## src/rtl/serial_flit_tx.sv

```systemverilog
// Parallel-to-serial flit transmitter: small flit FIFO feeding a framed,
// LSB-first serial line (start 0, FLIT_W data bits, stop 1) that idles high.
module serial_flit_tx #(
  parameter int FLIT_W     = 32,
  parameter int FIFO_DEPTH = 4
) (
  input  logic                          clk,
  input  logic                          reset,
  input  logic [FLIT_W-1:0]             flit_i,
  input  logic                          flit_valid_i,
  output logic                          flit_ready_o,
  output logic                          out_sflit_o,
  input  logic                          out_ready_i,
  output logic                          busy_o,
  output logic [$clog2(FIFO_DEPTH):0]   fifo_count_o
);

  localparam int PTR_W = $clog2(FIFO_DEPTH);
  localparam int CNT_W = $clog2(FLIT_W);

  localparam logic [1:0] IDLE  = 2'd0;
  localparam logic [1:0] START = 2'd1;
  localparam logic [1:0] DATA  = 2'd2;
  localparam logic [1:0] STOP  = 2'd3;

  localparam logic [CNT_W-1:0] LAST_BIT = CNT_W'(FLIT_W - 1);

  // Flit storage: no reset; contents are only meaningful between the pointers.
  logic [FLIT_W-1:0] mem [FIFO_DEPTH];

  logic [PTR_W:0]     wr_ptr_reg;
  logic [PTR_W:0]     rd_ptr_reg;
  logic               full;
  logic               empty;
  logic               push;
  logic               pop;
  logic               launch;

  logic [1:0]         state_reg;
  logic [1:0]         state_next;
  logic [CNT_W-1:0]   bit_cnt_reg;
  logic [CNT_W-1:0]   bit_cnt_next;
  logic [FLIT_W-1:0]  shift_reg;
  logic [FLIT_W-1:0]  shift_next;
  logic               line_reg;
  logic               line_next;

  assign empty  = (wr_ptr_reg == rd_ptr_reg);
  assign full   = (wr_ptr_reg[PTR_W] != rd_ptr_reg[PTR_W]) &&
                  (wr_ptr_reg[PTR_W-1:0] == rd_ptr_reg[PTR_W-1:0]);
  // Ready is strictly !full: a pop in the same cycle does not free a slot early.
  assign push   = flit_valid_i && !full;
  assign launch = !empty && out_ready_i;

  always_ff @(posedge clk) begin
    if (push) begin
      mem[wr_ptr_reg[PTR_W-1:0]] <= flit_i;
    end
  end

  always_ff @(posedge clk or posedge reset) begin
    if (reset) begin
      wr_ptr_reg <= '0;
      rd_ptr_reg <= '0;
    end else begin
      if (push) begin
        wr_ptr_reg <= wr_ptr_reg + 1'b1;
      end
      if (pop) begin
        rd_ptr_reg <= rd_ptr_reg + 1'b1;
      end
    end
  end

  // line_next is the level of the state being entered, so the line is a pure flop output.
  always_comb begin
    state_next   = state_reg;
    bit_cnt_next = bit_cnt_reg;
    shift_next   = shift_reg;
    line_next    = line_reg;
    pop          = 1'b0;
    case (state_reg)
      IDLE, STOP: begin
        if (launch) begin
          pop        = 1'b1;
          shift_next = mem[rd_ptr_reg[PTR_W-1:0]];
          state_next = START;
          line_next  = 1'b0;
        end else begin
          state_next = IDLE;
          line_next  = 1'b1;
        end
      end
      START: begin
        state_next   = DATA;
        bit_cnt_next = '0;
        line_next    = shift_reg[0];
      end
      DATA: begin
        shift_next = shift_reg >> 1;
        if (bit_cnt_reg == LAST_BIT) begin
          state_next = STOP;
          line_next  = 1'b1;
        end else begin
          bit_cnt_next = bit_cnt_reg + 1'b1;
          line_next    = shift_reg[1];
        end
      end
      default: begin
        state_next = IDLE;
        line_next  = 1'b1;
      end
    endcase
  end

  always_ff @(posedge clk or posedge reset) begin
    if (reset) begin
      state_reg   <= IDLE;
      bit_cnt_reg <= '0;
      shift_reg   <= '0;
      line_reg    <= 1'b1;
    end else begin
      state_reg   <= state_next;
      bit_cnt_reg <= bit_cnt_next;
      shift_reg   <= shift_next;
      line_reg    <= line_next;
    end
  end

  assign out_sflit_o  = line_reg;
  assign busy_o       = (state_reg != IDLE);
  assign flit_ready_o = !full;
  assign fifo_count_o = wr_ptr_reg - rd_ptr_reg;

endmodule

```

## config.mk

```make
export PLATFORM = sky130hd
export DESIGN_NAME = serial_flit_tx
export DESIGN_NICKNAME = d
export VERILOG_FILES = /design/src/rtl/serial_flit_tx.sv
export SDC_FILE = /design/constraint.sdc
export NUM_CORES = 1
export LEC_CHECK = 0
export CORE_MARGIN = 2
export CORE_UTILIZATION = 48
export DETAILED_ROUTE_END_ITERATION = 7
export GPL_TIMING_DRIVEN = 0
export PLACE_DENSITY = 0.7
export REMOVE_ABC_BUFFERS = 1
export SLEW_MARGIN = 5
export SYNTH_ARGS = -nofsm -noshare
export SYNTH_HDL_FRONTEND = slang
export SYNTH_SLANG_ARGS = --single-unit
export TNS_END_PERCENT = 30
```

## constraint.sdc

```tcl
create_clock -name clk -period 7.5 [get_ports clk]
set_input_delay 1.5 -clock clk [delete_from_list [all_inputs] [get_ports clk]]
set_output_delay 1.5 -clock clk [all_outputs]
set_load 0.005 [all_outputs]
```

==> results of run 1 <==
final cells by class:
type	instances	area (um2)
fillers	1170	6450
multi-input cells	217	1980
clock inverters	11	156
flip-flops and latches	174	5000
repair buffers	48	566
inverters	46	173
clock buffers	21	470
well taps	188	235
path summary, 6_finish.rpt:
kind,startpoint,endpoint,slack [ps]
max,rd_ptr_reg[0],fifo_count_o[1],3220
min,rd_ptr_reg[2],rd_ptr_reg[2],500
max reg2reg,rd_ptr_reg[0],mem[2][24],4390
min reg2reg,rd_ptr_reg[2],rd_ptr_reg[2],500
max in group asynchronous,reset,out_sflit_o,5520
min in group asynchronous,reset,shift_reg[22],1400
cell families after synthesis:
logic type	Yosys count	synth area share, %
buffers and inverters	72	4.64
AOI/OAI and AO/OA	80	8.52
adders and majority gates	13	2.33
muxes	66	11.3
xor gates and xnor gates	6	0.720
DFF	174	68.4
and+or+nand+nor	52	4.10
layout by cell type, fill, tap and decap left out, types with 2 or more instances in the layout:
master / count
xnor2_1: 2
a211oi_1: 31
xor2_1: 4
nor2b_1: 32
bufinv_16: 3
inv_1: 45
dfrtp_1: 44
a21oi_1: 3
clkdlybuf4s50_1: 41
buf_12: 5
a31oi_1: 3
a221oi_1: 31
clkbuf_16: 17
clkinv_4: 3
clkinvlp_4: 3
mux2_2: 4
nand2_1: 9
edfxtp_1: 128
and2_2: 4
ha_1: 11
mux2_4: 29
mux2i_1: 32
clkbuf_8: 3
o21ai_0: 7
inv_6: 2
buf_16: 2
per-stage QoR:
stage                     area (um2)  cells  util, %  power (W)
after floorplan                 7140    437        -    0.00251
after global placement          7780    666     51.8    0.00287
after detailed placement        7960    673     52.9    0.00294
after CTS                       8580    705     57.1    0.00386
after global routing            8580    705     57.1    0.00405
final                           8580    705     57.1    0.00383
power breakdown:
group,switching [W],internal (W)
logic,0.000689,0.000722
clock network,0.000358,0.000554
registers,0.000159,0.00134
worst reg2reg max path, delay by kind of cell (launching register included):
kind | cells | cell delay, ps
simple gates | 1 | 580
fa+ha+maj | 1 | 340
flops | 1 | 850
compound gates | 1 | 470
buf+inv | 2 | 560
layer usage:
metal / share of wire [%] / vias up / GRT usage [%]
li1: - / 1814 / -
met1: 45 / 1939 / 21.1
met5: 0 / - / 0
met4: 1.0 / 0 / 5.24
met3: 3.2 / 9 / 4.61
met2: 51 / 59 / 28.2
==> flow_metrics.py, run 1 <==
metrics = {
    "job": {
        "drv_cap": 0,
    },
    "drt": {
        "drt_iter0_drc": 218,
        "wl_per_cell_um": 17.8,
        "dr.pass1.iters": 4,
        "via_per_inst": 5.42,
        "drc": 0,
        "via_count": 3821,
        "wirelength_um": 12600,
        "ant_nets": 0,
    },
    "critical_path": {
        "path_class": "register to output port",
        "crit_arrival_ps": 2780,
        "worstSetupEndpointType": "output port",
        "slowest_delay_ps": 850,
        "required_ps": 6000,
        "cp_num_buf_inv": 3,
        "path_delay_family": "buffers and inverters",
        "cp_cell_sequence": "buf_16, ha_1, fa_1, inv_1, clkdlybuf4s50_1",
        "rr_worst_depth": 5,
        "worstSetupStartpointType": "register",
        "worstSetupPathDepth": 5,
        "slowest_stage": "dfrtp_4",
        "crit_fanout": 50,
    },
    "place": {
        "place_congestion": 0.698,
        "pre_cts_slack_ps": 3660,
        "io_buffers": 41,
        "dp_hpwl_um": 7370,
    },
    "global_route": {
        "grt_pass1_wl_um": 20400,
        "grt_overflow_total": 0,
        "grt_pass1_vias": 4003,
        "antenna_found_initial": 0,
        "grt_start_max_net_pins": 51,
        "grt_usage_pct": 16.7,
    },
    "logic_synthesis": {
        "synth_area_leaders": "edfxtp_1 (53%), dfrtp_1 (15%), mux2_4 (6.0%), mux2i_1 (4.4%), a221oi_1 (3.7%)",
        "syn_area_um2": 7300,
        "synthArstFlopShare_pct": 26.4,
        "synthTopCellsByCount": "edfxtp_1 (128), inv_1 (46), dfrtp_1 (45), mux2i_1 (32), nor2b_1 (32)",
        "ys_seq_area_share_pct": 68.4,
        "ys_seq_elements": 174,
        "synth.most_common_cell": "edfxtp_1",
        "synth_largest_area_cell": "edfxtp_1",
        "avgSynthCellArea_um2": 15.8,
        "synth_edf_count": 128,
        "yosys.area.top_type_share_pct": 52.6,
        "yosysUniqueCellTypes": 34,
        "netlist_instances": 463,
        "yosysWarnings": 0,
        "synthFlopType": "edfxtp_1",
    },
    "final_layout": {
        "largest_reg_flops": 128,
        "fin_nets": 553,
        "diodes": 0,
        "layout-area-overhead-vs-synth_pct": 17.6,
        "drive_gt1_share_pct": 16.1,
    },
    "timing": {
        "max_freq_ghz": 0.233,
        "fin_crit_sh_pct": 57.1,
        "tightestPinTransition_ps": 926,
        "worst_clock_skew_ps": 7.37,
        "slew_headroom_pct": 38.1,
        "drv_slew": 0,
        "hold_violations": 0,
        "tns_ps": 0,
        "holdWs_ps": 501,
        "fin_crit_ps": 4280,
        "rsz0062_at_grt": "false",
        "setup_viol": 0,
        "setup_slack_ps": 3220,
    },
    "die": {
        "io_pins": 42,
        "core_region_area_um2": 15000,
        "start_util_pct": 48.6,
        "num_rows": 45,
        "die_area_um2": 16200,
        "fp.dieW_um": 127,
        "dieHeight_um": 127,
    },
    "clock_network": {
        "post_cts_buffers": 0,
        "htree_levels": 4,
        "cts_tree": "done",
        "cts.clk_slew.worst_paths_ps": 60,
        "clk-insertion-delay-late_ps": 420,
        "cts_sinks": 174,
        "cts_resized": 0,
        "numCtsBuffers": 17,
        "clock-root-buffer": "clkbuf_16",
        "postCtsHoldBufs": 0,
        "clk_path_buf_depth": 2,
    },
    "power_and_ir_drop": {
        "p_leak_nw": 3.26,
        "ir_worst_vdd_mv": 0.272,
        "powerDensity_nw_per_um2": 446,
    },
    "hold_path": {
        "holdPathStages": 1,
        "hold_path.class": "register to register",
    },
    "status": {
        "outcome": "complete, no violations",
    },
}
Power figures use the tool's default switching activity.
==> run 2: changes to the inputs <==
--- a/config.mk
+++ b/config.mk
@@ -9,7 +9,7 @@
 export CORE_UTILIZATION = 48
 export DETAILED_ROUTE_END_ITERATION = 7
 export GPL_TIMING_DRIVEN = 0
-export PLACE_DENSITY = 0.7
+export PLACE_DENSITY = 0.73
 export REMOVE_ABC_BUFFERS = 1
 export SLEW_MARGIN = 5
 export SYNTH_ARGS = -nofsm -noshare
==> constraint.sdc (replaced) <==
create_clock -name clk -period 3.6 [get_ports clk]
set_input_delay 0.72 -clock clk [delete_from_list [all_inputs] [get_ports clk]]
set_output_delay 0.72 -clock clk [all_outputs]
set_load 0.005 [all_outputs]
==> run 2 against run 1 <==
  * Power rose by 110%
  * Clock power rose by 100%
  * Critical path depth stayed put
  * Flip-flop and latch count is the same
  * First-iteration DRC count rose by 1.8%
  * Cell count rose by 0.14%
  * Register-to-register slack lost 3700 ps
  * Non-clock buffer count increased by 1
  * Critical path type unchanged
  * Die area did not move
==> flow_metrics.py, run 2 (same netlist as run 1, synthesis figures left out) <==
metrics = {
    "status": {
        "outcome": "complete, no violations",
    },
    "die": {
        "core_region_area_um2": 15000,
        "num_rows": 45,
        "io_pins": 42,
        "fp.dieW_um": 127,
        "dieHeight_um": 127,
        "die_area_um2": 16200,
        "start_util_pct": 48.6,
    },
    "final_layout": {
        "fin_nets": 554,
        "fillers": 1117,
        "drive_gt1_share_pct": 16.4,
        "layout_commonest_cell": "edfxtp_1",
        "largest_reg_flops": 128,
        "layout-area-overhead-vs-synth_pct": 17.5,
        "diodes": 0,
        "final_util_pct": 57.1,
        "layout_common_cells": "edfxtp_1 (128), inv_1 (45), dfrtp_1 (44), clkdlybuf4s50_1 (41)",
    },
    "clock_network": {
        "clock-root-buffer": "clkbuf_16",
        "cts_tree": "done",
        "clk_path_buf_depth": 2,
        "clk-insertion-delay-late_ps": 420,
        "postCtsHoldBufs": 0,
        "cts.clk_slew.worst_paths_ps": 60,
        "numCtsBuffers": 17,
        "cts_sinks": 174,
        "htree_levels": 4,
        "post_cts_buffers": 0,
        "cts_resized": 0,
    },
    "place": {
        "io_buffers": 41,
        "place_congestion": 0.678,
        "dp_hpwl_um": 7350,
    },
    "critical_path": {
        "crit_fanout": 53,
        "reg2reg_slack_ps": 640,
        "worstSetupEndpointType": "output port",
        "required_ps": 2880,
        "worstSetupStartpointType": "register",
        "rr_worst_depth": 5,
        "timing.rr.start": "rd_ptr_reg[0]",
        "setup.worst_path.start": "rd_ptr_reg[0]",
        "r2r-end": "mem[3][1]",
        "crit_arrival_ps": 2650,
        "crit_end": "fifo_count_o[2]",
        "path_class": "register to output port",
    },
    "power_and_ir_drop": {
        "p_leak_nw": 3.26,
        "p_sw_w": 0.00255,
        "switching_share_pct": 32.0,
        "p_seq_share_pct": 38.8,
        "power.internal_w": 0.00542,
        "powerDensity_nw_per_um2": 928,
        "ir_worst_vdd_mv": 0.519,
        "p_comb_share_pct": 38.3,
        "pwr-share-clk_pct": 22.9,
    },
    "timing": {
        "slew_headroom_pct": 39.7,
        "setup_viol": 0,
        "worst_clock_skew_ps": 10.1,
        "drv_slew": 0,
        "tns_ps": 0,
        "holdWs_ps": 493,
        "fin_crit_sh_pct": 93.5,
        "tightestPinTransition_ps": 902,
        "hold_violations": 0,
        "fin_crit_ps": 3370,
        "rsz0062_at_grt": "false",
        "max_freq_ghz": 0.297,
    },
    "drt": {
        "drc": 0,
        "drt_iter0_drc": 222,
        "wirelength_um": 12800,
        "ant_nets": 0,
        "via_per_inst": 5.50,
        "via_count": 3886,
        "wl_per_cell_um": 18.1,
        "dr.pass1.iters": 4,
    },
    "global_route": {
        "antenna_found_initial": 1,
        "grt_usage_pct": 16.4,
        "grt_start_max_net_pins": 54,
        "grt_pass1_wl_um": 19900,
        "grt_pass1_vias": 3870,
        "grt_overflow_total": 0,
    },
    "hold_path": {
        "hold_path.class": "register to register",
    },
    "job": {
        "drv_cap": 0,
    },
}
run 2: changes by cell type in the layout (fill, tap and decap cells not counted), sizes merged:
cell	before	now
clkinvlp	3	4
clkbuf	21	17
clkinv	3	7
inv	48	47
buf	7	8
run 2: how the worst min path moves through the flow:
stage          cells past startpoint     startpoint            end  slack (ps)
2_1_floorplan                      1  wr_ptr_reg[2]  wr_ptr_reg[2]         460
3_3_place_gp                       1  wr_ptr_reg[2]  wr_ptr_reg[2]         480
3_5_place_dp                       1  rd_ptr_reg[2]  rd_ptr_reg[2]         490
4_1_cts                            1  rd_ptr_reg[2]  rd_ptr_reg[2]         500
5_1_grt                            1  rd_ptr_reg[2]  rd_ptr_reg[2]         510
6_report                           1  rd_ptr_reg[2]  rd_ptr_reg[2]         490
run 2: final cells by class:
cell class                 instances  area, um2  share of cell area (%)
sequential                       174       5000                    58.3
multi-input combinational        217       1980                    23.1
timing repair buffer              49        593                    6.91
clock buffer                      17        425                    4.96
tap                              188        235                    2.74
inverter                          46        173                    2.01
clock inverter                    15        171                    2.00
run 2: routing by layer:
layer  vias up  track usage [%]  wire length (um)
met4         2             6.98               281
met3        24             4.98               524
li1       1814                -                 -
met5         -                0                16
met1      1972             19.1              5490
met2        74             28.1              6490
run 2: power by group through the flow:
stage	Sequential (W)	Clock, W	Combinational, W
2_1_floorplan	0.00314	0	0.00209
5_1_grt	0.00315	0.00193	0.00329
3_3_place_gp	0.00324	0	0.00272
6_report	0.00309	0.00182	0.00305
3_5_place_dp	0.00316	0	0.00297
4_1_cts	0.00313	0.00185	0.00299
run 2: critical path: stages, from the launching register on:
cell             delay (ps)
dfrtp_4                 640
buf_16                  270
ha_1                    230
fa_1                    370
xor2_1                  170
clkdlybuf4s50_1         520
run 2: per-stage QoR:
stage / setup WS [ps] / std cells / total power [W] / cell area [um2]
after global routing: 133 / 706 / 0.00838 / 8580
final: 234 / 706 / 0.00796 / 8580
after CTS: 82.3 / 705 / 0.00797 / 8560
after floorplan: -827 / 437 / 0.00523 / 7140
after global placement: -2290 / 666 / 0.00597 / 7780
after detailed placement: 493 / 673 / 0.00613 / 7970
==> run 3: changes to the inputs <==
==> constraint.sdc (replaced) <==
create_clock -name clk -period 3.6 [get_ports clk]
set_input_delay 1.08 -clock clk [delete_from_list [all_inputs] [get_ports clk]]
set_output_delay 1.08 -clock clk [all_outputs]
set_load 0.005 [all_outputs]
==> run 3 against run 2 <==
  * Non-clock buffer count up 2
  * Power up 0.37%
  * Die area unchanged
  * Flip-flop and latch count unchanged
  * Via count down 0.80%
  * Global-route usage up 0.52 points
  * Clock power about the same
  * Register-to-register slack better by 240 ps
  * Combinational power up 3%
  * Count of clock-buffer cells in the layout unchanged
  * Hold slack better by 2.0 ps
  * Setup slack worse by 140 ps
==> flow_metrics.py, run 3 (same netlist as run 1, synthesis figures left out) <==
metrics = {
    "power_and_ir_drop": {
        "powerDensity_nw_per_um2": 929,
        "ir_worst_vdd_mv": 0.552,
        "p_leak_nw": 3.28,
        "p_total_w": 0.00799,
    },
    "critical_path": {
        "timing.rr.start": "rd_ptr_reg[0]",
        "reg2reg_slack_ps": 880,
        "crit_arrival_ps": 2430,
        "slowest_delay_ps": 520,
        "path_class": "register to output port",
        "crit_fanout": 53,
        "rr_worst_depth": 5,
        "cp_cell_sequence": "buf_16, ha_1, fa_1, xor2_1, clkdlybuf4s50_1",
        "slowest_stage": "clkdlybuf4s50_1",
        "r2r-end": "mem[3][1]",
        "worstSetupEndpointType": "output port",
        "required_ps": 2520,
        "worstSetupStartpointType": "register",
    },
    "hold_path": {
        "hold_end": "rd_ptr_reg[2]",
        "worstHoldStart": "rd_ptr_reg[2]",
        "hold_path.class": "register to register",
        "holdPathStages": 1,
    },
    "die": {
        "io_pins": 42,
        "die_area_um2": 16200,
        "num_rows": 45,
        "core_region_area_um2": 15000,
        "dieHeight_um": 127,
        "start_util_pct": 48.6,
        "fp.dieW_um": 127,
    },
    "drt": {
        "routed-wl-met3_um": 601,
        "highest_layer": "met5",
        "via_per_inst": 5.44,
        "drc": 0,
        "wl_met2_um": 6580,
        "drt_iter0_drc": 214,
        "wirelength_um": 12900,
        "wl_per_cell_um": 18.2,
        "m1WireLength_um": 5400,
        "via_count": 3855,
        "ant_nets": 0,
        "dr.pass1.iters": 4,
    },
    "clock_network": {
        "numCtsBuffers": 17,
        "cts_resized": 0,
        "cts_sinks": 174,
        "cts.clk_slew.worst_paths_ps": 60,
        "clk-insertion-delay-late_ps": 420,
        "cts_tree": "done",
        "clk_path_buf_depth": 2,
        "postCtsHoldBufs": 0,
        "clock-root-buffer": "clkbuf_16",
        "htree_levels": 4,
    },
    "place": {
        "place_congestion": 0.678,
        "pre_cts_slack_ps": 190,
        "io_buffers": 41,
        "dp_hpwl_um": 7350,
    },
    "timing": {
        "setup_slack_ps": 90.7,
        "max_freq_ghz": 0.285,
        "setup_viol": 0,
        "tns_ps": 0,
        "drv_slew": 0,
        "hold_violations": 0,
        "worst_clock_skew_ps": 11.7,
        "fin_crit_sh_pct": 97.5,
        "slew_headroom_pct": 39.7,
        "tightestPinTransition_ps": 903,
        "fin_crit_ps": 3510,
        "rsz0062_at_grt": "false",
    },
    "final_layout": {
        "layout_common_cells": "edfxtp_1 (128), inv_1 (45), dfrtp_1 (44), clkdlybuf4s50_1 (41)",
        "layout-area-overhead-vs-synth_pct": 17.9,
        "diodes": 0,
        "layout_commonest_cell": "edfxtp_1",
        "largest_reg_flops": 128,
        "fin_nets": 556,
        "final_util_pct": 57.3,
        "drive_gt1_share_pct": 16.7,
    },
    "global_route": {
        "grt_start_max_net_pins": 54,
        "grt_pass1_vias": 3930,
        "antenna_found_initial": 1,
        "grt_pass1_wl_um": 20400,
        "grt_overflow_total": 0,
        "grt_usage_pct": 16.9,
    },
    "job": {
        "drv_cap": 0,
    },
    "status": {
        "outcome": "complete, no violations",
    },
}
[run 3: power by group]
group	internal [W]	switching, W	total (W)
combinational	0.00156	0.00158	0.00313
sequential	0.00280	0.000233	0.00304
clock	0.00109	0.000737	0.00182
total	0.00545	0.00255	0.00799
[run 3: critical path: cells and delay by family, from the launching register on]
family | cells | cell delay (ps)
buffers and inverters | 2 | 730
adder cells (fa/ha/maj) | 2 | 600
flip-flops | 1 | 500
XOR/XNOR | 1 | 170
[run 3: worst max-delay path by stage]
stage	startpoint	to	slack, ps	depth (start not counted)
final	rd_ptr_reg[0]	fifo_count_o[2]	90	5
after global routing	rd_ptr_reg[0]	fifo_count_o[2]	9	5
after CTS	rd_ptr_reg[0]	fifo_count_o[2]	60	5
after detailed placement	rd_ptr_reg[0]	fifo_count_o[1]	190	5
after global placement	rd_ptr_reg[0]	mem[3][15]	-2290	3
after floorplan	rd_ptr_reg[0]	mem[3][0]	-830	3
[run 3: per-stage QoR]
step                      hold slack (ps)  instance area [um2]  std cells
after floorplan                       460                 7140        437
after global placement                477                 7780        666
after detailed placement              488                 7970        673
after CTS                             498                 8610        708
after global routing                  506                 8610        708
final                                 495                 8610        708
[run 3: layout make-up]
type / instances / area, um2
fill: 1113 / 6420
sequential: 174 / 5000
multi-input combinational: 217 / 1980
timing repair buffer: 51 / 619
clock buffer: 17 / 425
tap: 188 / 235
inverter: 46 / 173
clock inverter: 15 / 171
[run 3: what timing repair did]
item                                    4_1_cts  5_1_grt
endpoints found under the setup margin        3        0
buffers inserted                              3        0
hold endpoints to repair                      0        0
[run 3: routing by layer]
| layer | vias to the layer above | GRT usage, % |
|---|---|---|
| met5 | - | 0 |
| met4 | 2 | 7.43 |
| met3 | 21 | 5.15 |
| met2 | 70 | 29.0 |
| met1 | 1941 | 19.6 |
| li1 | 1821 | - |
